--- config.mk ---
export PLATFORM = sky130hd
export DESIGN_NAME = musicbox_sdram_arbiter_flat
export DESIGN_NICKNAME = d
export VERILOG_FILES = /design/src/rtl/musicbox_sdram_arbiter_if.sv /design/src/rtl/musicbox_sdram_arbiter.sv /design/src/flat_wrapper.sv
export SDC_FILE = /design/constraint.sdc
export NUM_CORES = 1
export LEC_CHECK = 0
export CAP_MARGIN = 20
export CELL_PAD_IN_SITES_DETAIL_PLACEMENT = 1
export CELL_PAD_IN_SITES_GLOBAL_PLACEMENT = 2
export CORE_MARGIN = 4
export CORE_UTILIZATION = 37
export CTS_CLUSTER_SIZE = 8
export DETAILED_ROUTE_END_ITERATION = 16
export DONT_BUFFER_PORTS = 1
export PLACE_DENSITY_LB_ADDON = 0.1
export SYNTH_ARGS = -nofsm -noshare
export SYNTH_HDL_FRONTEND = slang
export SYNTH_SLANG_ARGS = --single-unit
export TNS_END_PERCENT = 100
--- constraint.sdc ---
create_clock -name clock_50Mhz -period 6.3 [get_ports clock_50Mhz]
set_input_delay 1.575 -clock clock_50Mhz [delete_from_list [all_inputs] [get_ports clock_50Mhz]]
set_output_delay 1.575 -clock clock_50Mhz [all_outputs]
set_load 0.02 [all_outputs]
--- src/rtl/musicbox_sdram_arbiter_if.sv ---
// Bus bundle between the MusicBox datapaths, the SDRAM arbiter and the SDRAM controller.
// The slave modport is the arbiter's view. The master modport is the view from the surrounding system.
interface musicbox_sdram_arbiter_if #(
    parameter int NUM_REQ = 3,
    parameter int ADDR_W  = 25,
    parameter int DATA_W  = 16
);
    logic [NUM_REQ-1:0]        req_valid;
    logic [NUM_REQ-1:0]        req_write;
    logic [NUM_REQ*ADDR_W-1:0] req_addr;
    logic [NUM_REQ*DATA_W-1:0] req_wdata;
    logic [NUM_REQ-1:0]        req_accept;
    logic [NUM_REQ-1:0]        rsp_valid;
    logic [DATA_W-1:0]         rsp_data;
    logic                      rsp_error;
    logic                      mem_cmd_valid;
    logic                      mem_cmd_ready;
    logic                      mem_cmd_write;
    logic [ADDR_W-1:0]         mem_cmd_addr;
    logic [DATA_W-1:0]         mem_cmd_wdata;
    logic                      mem_rd_valid;
    logic [DATA_W-1:0]         mem_rd_data;
    logic                      busy;

    modport slave (
        input  req_valid, req_write, req_addr, req_wdata,
        input  mem_cmd_ready, mem_rd_valid, mem_rd_data,
        output req_accept, rsp_valid, rsp_data, rsp_error,
        output mem_cmd_valid, mem_cmd_write, mem_cmd_addr, mem_cmd_wdata, busy
    );

    modport master (
        output req_valid, req_write, req_addr, req_wdata,
        output mem_cmd_ready, mem_rd_valid, mem_rd_data,
        input  req_accept, rsp_valid, rsp_data, rsp_error,
        input  mem_cmd_valid, mem_cmd_write, mem_cmd_addr, mem_cmd_wdata, busy
    );
endinterface

--- src/rtl/musicbox_sdram_arbiter.sv ---
// Round-robin arbiter for the single SDRAM command port shared by the MusicBox recorder/player datapaths.
// Only one transaction is in flight at a time. A read that gets no data back within RD_TIMEOUT cycles completes with an error.
module musicbox_sdram_arbiter #(
    parameter int NUM_REQ    = 3,
    parameter int ADDR_W     = 25,
    parameter int DATA_W     = 16,
    parameter int RD_TIMEOUT = 255
) (
    input  logic                    clock_50Mhz,
    input  logic                    reset,
    musicbox_sdram_arbiter_if.slave bus
);
    localparam int GRANT_W = (NUM_REQ > 1) ? $clog2(NUM_REQ) : 1;

    typedef enum logic [1:0] {
        IDLE,
        ISSUE,
        WAIT_RD
    } arbState_t;

    arbState_t          state, nextState;
    logic [GRANT_W-1:0] lastGrant, nextLastGrant;
    logic [GRANT_W-1:0] grant, nextGrant;
    logic [GRANT_W-1:0] pick;
    logic               cmdValid, nextCmdValid;
    logic               cmdWrite, nextCmdWrite;
    logic [ADDR_W-1:0]  cmdAddr, nextCmdAddr;
    logic [DATA_W-1:0]  cmdWdata, nextCmdWdata;
    logic [NUM_REQ-1:0] rspValid, nextRspValid;
    logic [DATA_W-1:0]  rspData, nextRspData;
    logic               rspError, nextRspError;
    logic [15:0]        rdCount, nextRdCount;
    logic [NUM_REQ-1:0] grantOneHot;
    logic               handshake;

    // Scan upward from the requester after the last one served, wrapping, so nobody starves.
    always_comb begin
        logic               found;
        int                 idx;
        logic [GRANT_W-1:0] cand;
        pick  = lastGrant;
        found = 1'b0;
        idx   = 0;
        cand  = '0;
        for (int k = 1; k <= NUM_REQ; k++) begin
            idx = int'(lastGrant) + k;
            if (idx >= NUM_REQ) begin
                idx = idx - NUM_REQ;
            end
            cand = GRANT_W'(idx);
            if (!found && bus.req_valid[cand]) begin
                pick  = cand;
                found = 1'b1;
            end
        end
    end

    assign grantOneHot = NUM_REQ'(1) << grant;
    assign handshake   = (state == ISSUE) && bus.mem_cmd_ready;

    // Next-state and next-register values. The command fields are latched at grant time, so the requester may change its inputs freely afterwards.
    always_comb begin
        nextState     = state;
        nextLastGrant = lastGrant;
        nextGrant     = grant;
        nextCmdValid  = cmdValid;
        nextCmdWrite  = cmdWrite;
        nextCmdAddr   = cmdAddr;
        nextCmdWdata  = cmdWdata;
        nextRspValid  = '0;
        nextRspData   = rspData;
        nextRspError  = rspError;
        nextRdCount   = rdCount;
        unique case (state)
            IDLE: begin
                if (|bus.req_valid) begin
                    nextGrant    = pick;
                    nextCmdWrite = bus.req_write[pick];
                    nextCmdAddr  = bus.req_addr[int'(pick)*ADDR_W +: ADDR_W];
                    nextCmdWdata = bus.req_wdata[int'(pick)*DATA_W +: DATA_W];
                    nextCmdValid = 1'b1;
                    nextState    = ISSUE;
                end
            end
            ISSUE: begin
                if (handshake) begin
                    nextLastGrant = grant;
                    nextCmdValid  = 1'b0;
                    if (cmdWrite) begin
                        nextState = IDLE;
                    end else begin
                        nextState   = WAIT_RD;
                        nextRdCount = '0;
                    end
                end
            end
            WAIT_RD: begin
                // If data and timeout land in the same cycle, the data wins.
                if (bus.mem_rd_valid) begin
                    nextRspValid = grantOneHot;
                    nextRspData  = bus.mem_rd_data;
                    nextRspError = 1'b0;
                    nextState    = IDLE;
                end else if (rdCount == 16'(RD_TIMEOUT - 1)) begin
                    nextRspValid = grantOneHot;
                    nextRspData  = '0;
                    nextRspError = 1'b1;
                    nextState    = IDLE;
                end else begin
                    nextRdCount = rdCount + 16'd1;
                end
            end
            default: begin
                nextState = IDLE;
            end
        endcase
    end

    // State register. A reset abandons any in-flight command without a response.
    always_ff @(posedge clock_50Mhz) begin
        if (reset) begin
            state     <= IDLE;
            lastGrant <= GRANT_W'(NUM_REQ - 1);
            grant     <= '0;
            cmdValid  <= 1'b0;
            cmdWrite  <= 1'b0;
            cmdAddr   <= '0;
            cmdWdata  <= '0;
            rspValid  <= '0;
            rspData   <= '0;
            rspError  <= 1'b0;
            rdCount   <= '0;
        end else begin
            state     <= nextState;
            lastGrant <= nextLastGrant;
            grant     <= nextGrant;
            cmdValid  <= nextCmdValid;
            cmdWrite  <= nextCmdWrite;
            cmdAddr   <= nextCmdAddr;
            cmdWdata  <= nextCmdWdata;
            rspValid  <= nextRspValid;
            rspData   <= nextRspData;
            rspError  <= nextRspError;
            rdCount   <= nextRdCount;
        end
    end

    assign bus.req_accept    = handshake ? grantOneHot : '0;
    assign bus.rsp_valid     = rspValid;
    assign bus.rsp_data      = rspData;
    assign bus.rsp_error     = rspError;
    assign bus.mem_cmd_valid = cmdValid;
    assign bus.mem_cmd_write = cmdWrite;
    assign bus.mem_cmd_addr  = cmdAddr;
    assign bus.mem_cmd_wdata = cmdWdata;
    assign bus.busy          = (state != IDLE);
endmodule
--- src/flat_wrapper.sv ---
// flat-port wrapper written by rule: the top's interface ports become plain ports
module musicbox_sdram_arbiter_flat 
#(
    parameter int NUM_REQ    = 3,
    parameter int ADDR_W     = 25,
    parameter int DATA_W     = 16,
    parameter int RD_TIMEOUT = 255
)
  (clock_50Mhz, reset, bus_req_valid, bus_req_write, bus_req_addr, bus_req_wdata, bus_mem_cmd_ready, bus_mem_rd_valid, bus_mem_rd_data, bus_req_accept, bus_rsp_valid, bus_rsp_data, bus_rsp_error, bus_mem_cmd_valid, bus_mem_cmd_write, bus_mem_cmd_addr, bus_mem_cmd_wdata, bus_busy);
  musicbox_sdram_arbiter_if #(.NUM_REQ(NUM_REQ), .ADDR_W(ADDR_W), .DATA_W(DATA_W)) bus_i ();
  input  logic clock_50Mhz;
  input  logic reset;
  input wire logic [$bits(bus_i.req_valid)-1:0] bus_req_valid;
  input wire logic [$bits(bus_i.req_write)-1:0] bus_req_write;
  input wire logic [$bits(bus_i.req_addr)-1:0] bus_req_addr;
  input wire logic [$bits(bus_i.req_wdata)-1:0] bus_req_wdata;
  input wire logic [$bits(bus_i.mem_cmd_ready)-1:0] bus_mem_cmd_ready;
  input wire logic [$bits(bus_i.mem_rd_valid)-1:0] bus_mem_rd_valid;
  input wire logic [$bits(bus_i.mem_rd_data)-1:0] bus_mem_rd_data;
  output wire logic [$bits(bus_i.req_accept)-1:0] bus_req_accept;
  output wire logic [$bits(bus_i.rsp_valid)-1:0] bus_rsp_valid;
  output wire logic [$bits(bus_i.rsp_data)-1:0] bus_rsp_data;
  output wire logic [$bits(bus_i.rsp_error)-1:0] bus_rsp_error;
  output wire logic [$bits(bus_i.mem_cmd_valid)-1:0] bus_mem_cmd_valid;
  output wire logic [$bits(bus_i.mem_cmd_write)-1:0] bus_mem_cmd_write;
  output wire logic [$bits(bus_i.mem_cmd_addr)-1:0] bus_mem_cmd_addr;
  output wire logic [$bits(bus_i.mem_cmd_wdata)-1:0] bus_mem_cmd_wdata;
  output wire logic [$bits(bus_i.busy)-1:0] bus_busy;
  assign bus_i.req_valid = bus_req_valid;
  assign bus_i.req_write = bus_req_write;
  assign bus_i.req_addr = bus_req_addr;
  assign bus_i.req_wdata = bus_req_wdata;
  assign bus_i.mem_cmd_ready = bus_mem_cmd_ready;
  assign bus_i.mem_rd_valid = bus_mem_rd_valid;
  assign bus_i.mem_rd_data = bus_mem_rd_data;
  assign bus_req_accept = bus_i.req_accept;
  assign bus_rsp_valid = bus_i.rsp_valid;
  assign bus_rsp_data = bus_i.rsp_data;
  assign bus_rsp_error = bus_i.rsp_error;
  assign bus_mem_cmd_valid = bus_i.mem_cmd_valid;
  assign bus_mem_cmd_write = bus_i.mem_cmd_write;
  assign bus_mem_cmd_addr = bus_i.mem_cmd_addr;
  assign bus_mem_cmd_wdata = bus_i.mem_cmd_wdata;
  assign bus_busy = bus_i.busy;
  musicbox_sdram_arbiter #(.NUM_REQ(NUM_REQ), .ADDR_W(ADDR_W), .DATA_W(DATA_W), .RD_TIMEOUT(RD_TIMEOUT)) u_core (.clock_50Mhz(clock_50Mhz), .reset(reset), .bus(bus_i));
endmodule
==> impl_summary.log <==
INFO  metric clock_skew = 0.008045 ns
INFO  metric netSwitchingPower = just over 0.4 mW
INFO  metric power.share.clock = 0.337
INFO  metric grt_overflow = 0
INFO  metric worstRegToRegCells = 9
INFO  metric finalWorstPathRequiredPeriod = between 3 and 4 ns
INFO  metric slew_headroom = 0.3367
INFO  metric synth-warning-count = 0
INFO  metric die_width = around 110 um
INFO  metric clock_tree.buffer_depth = 2
INFO  metric clock_sinks = 85
INFO  metric drc = 0
INFO  metric routed-wl-met3 = between 1000 and 1500 um
INFO  metric num_antenna_cells = 0
INFO  metric floorplan_row_count = 38
INFO  metric die_area = 12800 um^2
INFO  metric route.detailed.vias_per_inst = 5.535
INFO  metric power_per_cell_area = 302.8 nW/um^2
INFO  metric synth_xor_area_frac = 0.02784
INFO  metric netSwitchingFraction = 0.3066
INFO  metric setup_violations = 0
INFO  metric worstHoldPathCells = 2
INFO  metric critPathKind = in2out
INFO  metric drt-total-wl = roughly 11000 um
INFO  metric critPathLaunch = bus_mem_cmd_ready
INFO  metric floorplan.core_area = around 11000 um^2
INFO  metric top_layer_used = met4
INFO  metric adder_cell_share_of_the_synthesized_area = 0.01835
INFO  metric post_synthesis_cell_area = 4090 um^2
INFO  metric buffer_ports.inserted = 0
INFO  metric post_synth_inst_count = 450
INFO  metric cp_buf_inv_count = 0
INFO  metric setup.worst_path.end = bus_req_accept[0]
INFO  metric place_hpwl = about 8300 um
INFO  metric slowest_delay = about 0.6 ns
INFO  metric clk-insertion-delay-late = about 0.35 ns
INFO  metric cts_htree_levels = 3
INFO  metric crit_path_top_delay_cell = sky130_fd_sc_hd__nor3_1
INFO  metric drt-pass1-iter-count = 4
INFO  metric die_height = between 100 and 150 um
INFO  metric antenna_found_initial = 0
INFO  metric path_max_fanout = 9
INFO  metric synth_area_in_compound_gates = 0.1652
INFO  metric critical_path.startpoint_type = input port
INFO  metric worst_ep_required = between 4 and 5 ns
INFO  metric endpoint_kind = output port
INFO  metric final-max-slew-violation-count = 0
INFO  metric yosys-top-cells-count = sky130_fd_sc_hd__dfxtp_1, sky130_fd_sc_hd__nand2_1, sky130_fd_sc_hd__nor2_1
INFO  metric muxShareOfSynthArea = 0.1178
INFO  metric synth.yosys.seq_area_share = 0.4160
INFO  metric asyncSetResetFlopFracSynth = 0
INFO  metric synth_edf_count = 0
INFO  metric internal-power = around 0.9 mW
INFO  metric post_synth_and_or_nand_nor_area_fraction = 0.1643
INFO  metric rr_startpoint = u_core.lastGrant[0]$_SDFFE_PP0P_
INFO  metric post_cts_resized = 0
INFO  metric top_post_synthesis_cells_by_area = sky130_fd_sc_hd__dfxtp_1, sky130_fd_sc_hd__mux2i_1, sky130_fd_sc_hd__o221ai_1
INFO  metric per_cell_routed_wire_length = between 15 and 20 um
INFO  metric postRouteAntennaNets = 0
INFO  metric final_design_area_no_fill = about 4300 um^2
INFO  metric max-cap-violations = 0
INFO  metric clock_pin_slew_of_the_registers_on_the_worst_case_setup_and_hold_paths = 0.08 ns
INFO  metric boundary_pin_count = between 200 and 250
INFO  metric synthToLayoutAreaGrowth = 6.210%
INFO  metric initial_utilization = 0.3773
INFO  metric rsz0062_at_grt = no
INFO  metric postSynthRegisterBits = 85
INFO  metric num_vias = roughly 3200
INFO  metric cp_top_family = simple AND/OR/NAND/NOR gates
INFO  metric track_usage = 0.1725
INFO  metric grt_start_max_net_pins = 43
INFO  metric grt_first_pass_wirelength = about 18000 um
INFO  metric worst-r2r-setup-slack = 3.40 ns
INFO  metric yosysTopAreaCellShare = 0.4160
INFO  metric synthDistinctLibCells = 46
INFO  metric power.sequential.fraction = 0.519
INFO  metric met2WireLength = between 5000 and 6000 um
INFO  metric worstPathArrival = 2.42 ns
INFO  metric synth.most_common_cell = sky130_fd_sc_hd__dfxtp_1
INFO  metric share_comb_of_total_power = 0.144
INFO  metric place_area = approximately 4100 um^2
INFO  metric path_cells = nand3b_1 -> nor3_1
INFO  metric cts.repair_timing.setup_buffer_count = 0
INFO  metric hold_violations = 0
INFO  metric synth.avg_cell_area = around 9.1 um^2
INFO  metric ys.flop_type = sky130_fd_sc_hd__dfxtp_1
INFO  metric clock_tree_from_tritoncts = built
INFO  metric initialDrtViolationCount = around 150
INFO  metric netlist.top_cell.by_area = sky130_fd_sc_hd__dfxtp_1
INFO  metric finalSetupTns = 0 ns
INFO  metric final_nets = a little under 600
INFO  metric worst_slew_pin_slew = between 0.9 and 1 ns
INFO  metric final_layout_size_suffix_gt1_frac = 0.08617
INFO  metric ctsRootBufferMaster = sky130_fd_sc_hd__clkbuf_8
INFO  metric grt_pass1_vias = 3407
INFO  metric timing.final.crit_share = 0.6343
INFO  metric kind_of_path_behind_the_tightest_hold_check = reg2reg
INFO  metric cts_buffers = 9
INFO  metric cts.hold.buffers_added = 0
INFO  metric routedLengthMet1 = 4437 um
INFO  metric finalWeightedCongestion = roughly 0.76
INFO  metric largest_family_of_logic_cells_by_synthesized_area = compound AO/OA/AOI/OAI gates
INFO  metric worstReg2RegEnd = u_core.bus.mem_cmd_addr[24]$_SDFFE_PP0P_
INFO  metric critical_path_depth = 2
INFO  metric highest_clock_rate = between 200 and 300 MHz
INFO  metric synthesis.nets = 605
INFO  metric leakage = approximately 1.7 nW
INFO  metric outcome = finished, final reports clean
INFO  metric vdd_ir_drop_max = approximately 0.00014 V
-- stage by stage --
step                      setup slack [ns]    util  power (mW)  instances  hold WS [ns]
after detailed placement             2.267  0.3792      0.8928        565        0.5186
final                                2.304  0.4007       1.316        581        0.5333
after global placement               2.306  0.3792      0.8846        565        0.5040
after floorplan                      2.433       -      0.8526        450        0.4775
after global routing                 2.228  0.4007       1.391        581        0.5726
after CTS                            2.274  0.4007       1.347        581        0.5391
-- kinds of logic (layout without fill, tap and decap cells) --
family                     count (synthesis)  after routing
and+or+nand+nor                          146            146
DFF                                       85             85
AOI/OAI and AO/OA                         77             77
buffers and inverters                     75             66
muxes                                     48             48
xor gates and xnor gates                  13             13
adders and majority gates                  6              6
-- worst min path at each step --
| stage | from | end | slack (ns) |
|---|---|---|---|
| 5_1_grt | u_core.rdCount[7]$_SDFFE_PP0P_ | u_core.rdCount[7]$_SDFFE_PP0P_ | 0.57 |
| 2_1_floorplan | u_core.rdCount[7]$_SDFFE_PP0P_ | u_core.rdCount[7]$_SDFFE_PP0P_ | 0.48 |
| 3_3_place_gp | u_core.rdCount[15]$_SDFFE_PP0P_ | u_core.rdCount[15]$_SDFFE_PP0P_ | 0.50 |
| 3_5_place_dp | u_core.rdCount[15]$_SDFFE_PP0P_ | u_core.rdCount[15]$_SDFFE_PP0P_ | 0.52 |
| 4_1_cts | u_core.rdCount[15]$_SDFFE_PP0P_ | u_core.rdCount[15]$_SDFFE_PP0P_ | 0.54 |
| 6_report | u_core.rdCount[15]$_SDFFE_PP0P_ | u_core.rdCount[15]$_SDFFE_PP0P_ | 0.53 |
-- flip-flops by register name, indices dropped and copies added, names as in the netlist --
register,cells
u_core.bus.rsp_valid,3
u_core.lastGrant,2
u_core.state,2
u_core.bus.mem_cmd_wdata,16
u_core.bus.rsp_error,1
u_core.bus.mem_cmd_addr,25
u_core.rdCount,16
u_core.grant,2
u_core.bus.rsp_data,16
u_core.bus.mem_cmd_write,1
u_core.bus.mem_cmd_valid,1
-- layout by cell type, fill, tap and decap left out, types with 2 or more instances in the layout --
cell                        instances
sky130_fd_sc_hd__a21oi_1            7
sky130_fd_sc_hd__a22oi_1           17
sky130_fd_sc_hd__and3_1             2
sky130_fd_sc_hd__buf_4              4
sky130_fd_sc_hd__bufinv_16          2
sky130_fd_sc_hd__clkbuf_8          11
sky130_fd_sc_hd__clkinv_4           2
sky130_fd_sc_hd__dfxtp_1           85
sky130_fd_sc_hd__ha_1               6
sky130_fd_sc_hd__inv_1             46
sky130_fd_sc_hd__mux2i_1           47
sky130_fd_sc_hd__nand2_1           51
sky130_fd_sc_hd__nand2b_1           4
sky130_fd_sc_hd__nand3_1            5
sky130_fd_sc_hd__nor2_1            48
sky130_fd_sc_hd__nor2b_1            3
sky130_fd_sc_hd__nor3_1            11
sky130_fd_sc_hd__nor3b_1            4
sky130_fd_sc_hd__nor4_1             5
sky130_fd_sc_hd__o21ai_0            2
sky130_fd_sc_hd__o221ai_1          35
sky130_fd_sc_hd__o221ai_2           7
sky130_fd_sc_hd__or2_2              2
sky130_fd_sc_hd__xnor2_1           13
-- final cells by class --
class	count	area, um^2
clock buffer	11	151.4
clock inverter	5	82.58
fill	1261	6496
inverter	46	172.7
multi-input combinational	290	2031
sequential	85	1702
tap	140	175.2
timing repair buffer	4	30.03
-- layer usage --
layer / global-route usage / up-vias
li1: - / 1539
met1: 0.1890 / 1525
met2: 0.3081 / 140
met3: 0.06578 / 12
met4: 0.05288 / 0
met5: 0 / -
-- power by group through the flow --
stage / clock network, mW / logic (mW) / registers (mW)
after floorplan: 0 / 0.174 / 0.679
after global placement: 0 / 0.187 / 0.697
after detailed placement: 0 / 0.195 / 0.698
after CTS: 0.467 / 0.195 / 0.685
after global routing: 0.487 / 0.214 / 0.690
final: 0.443 / 0.190 / 0.683
(Power assumes the default switching activity.)
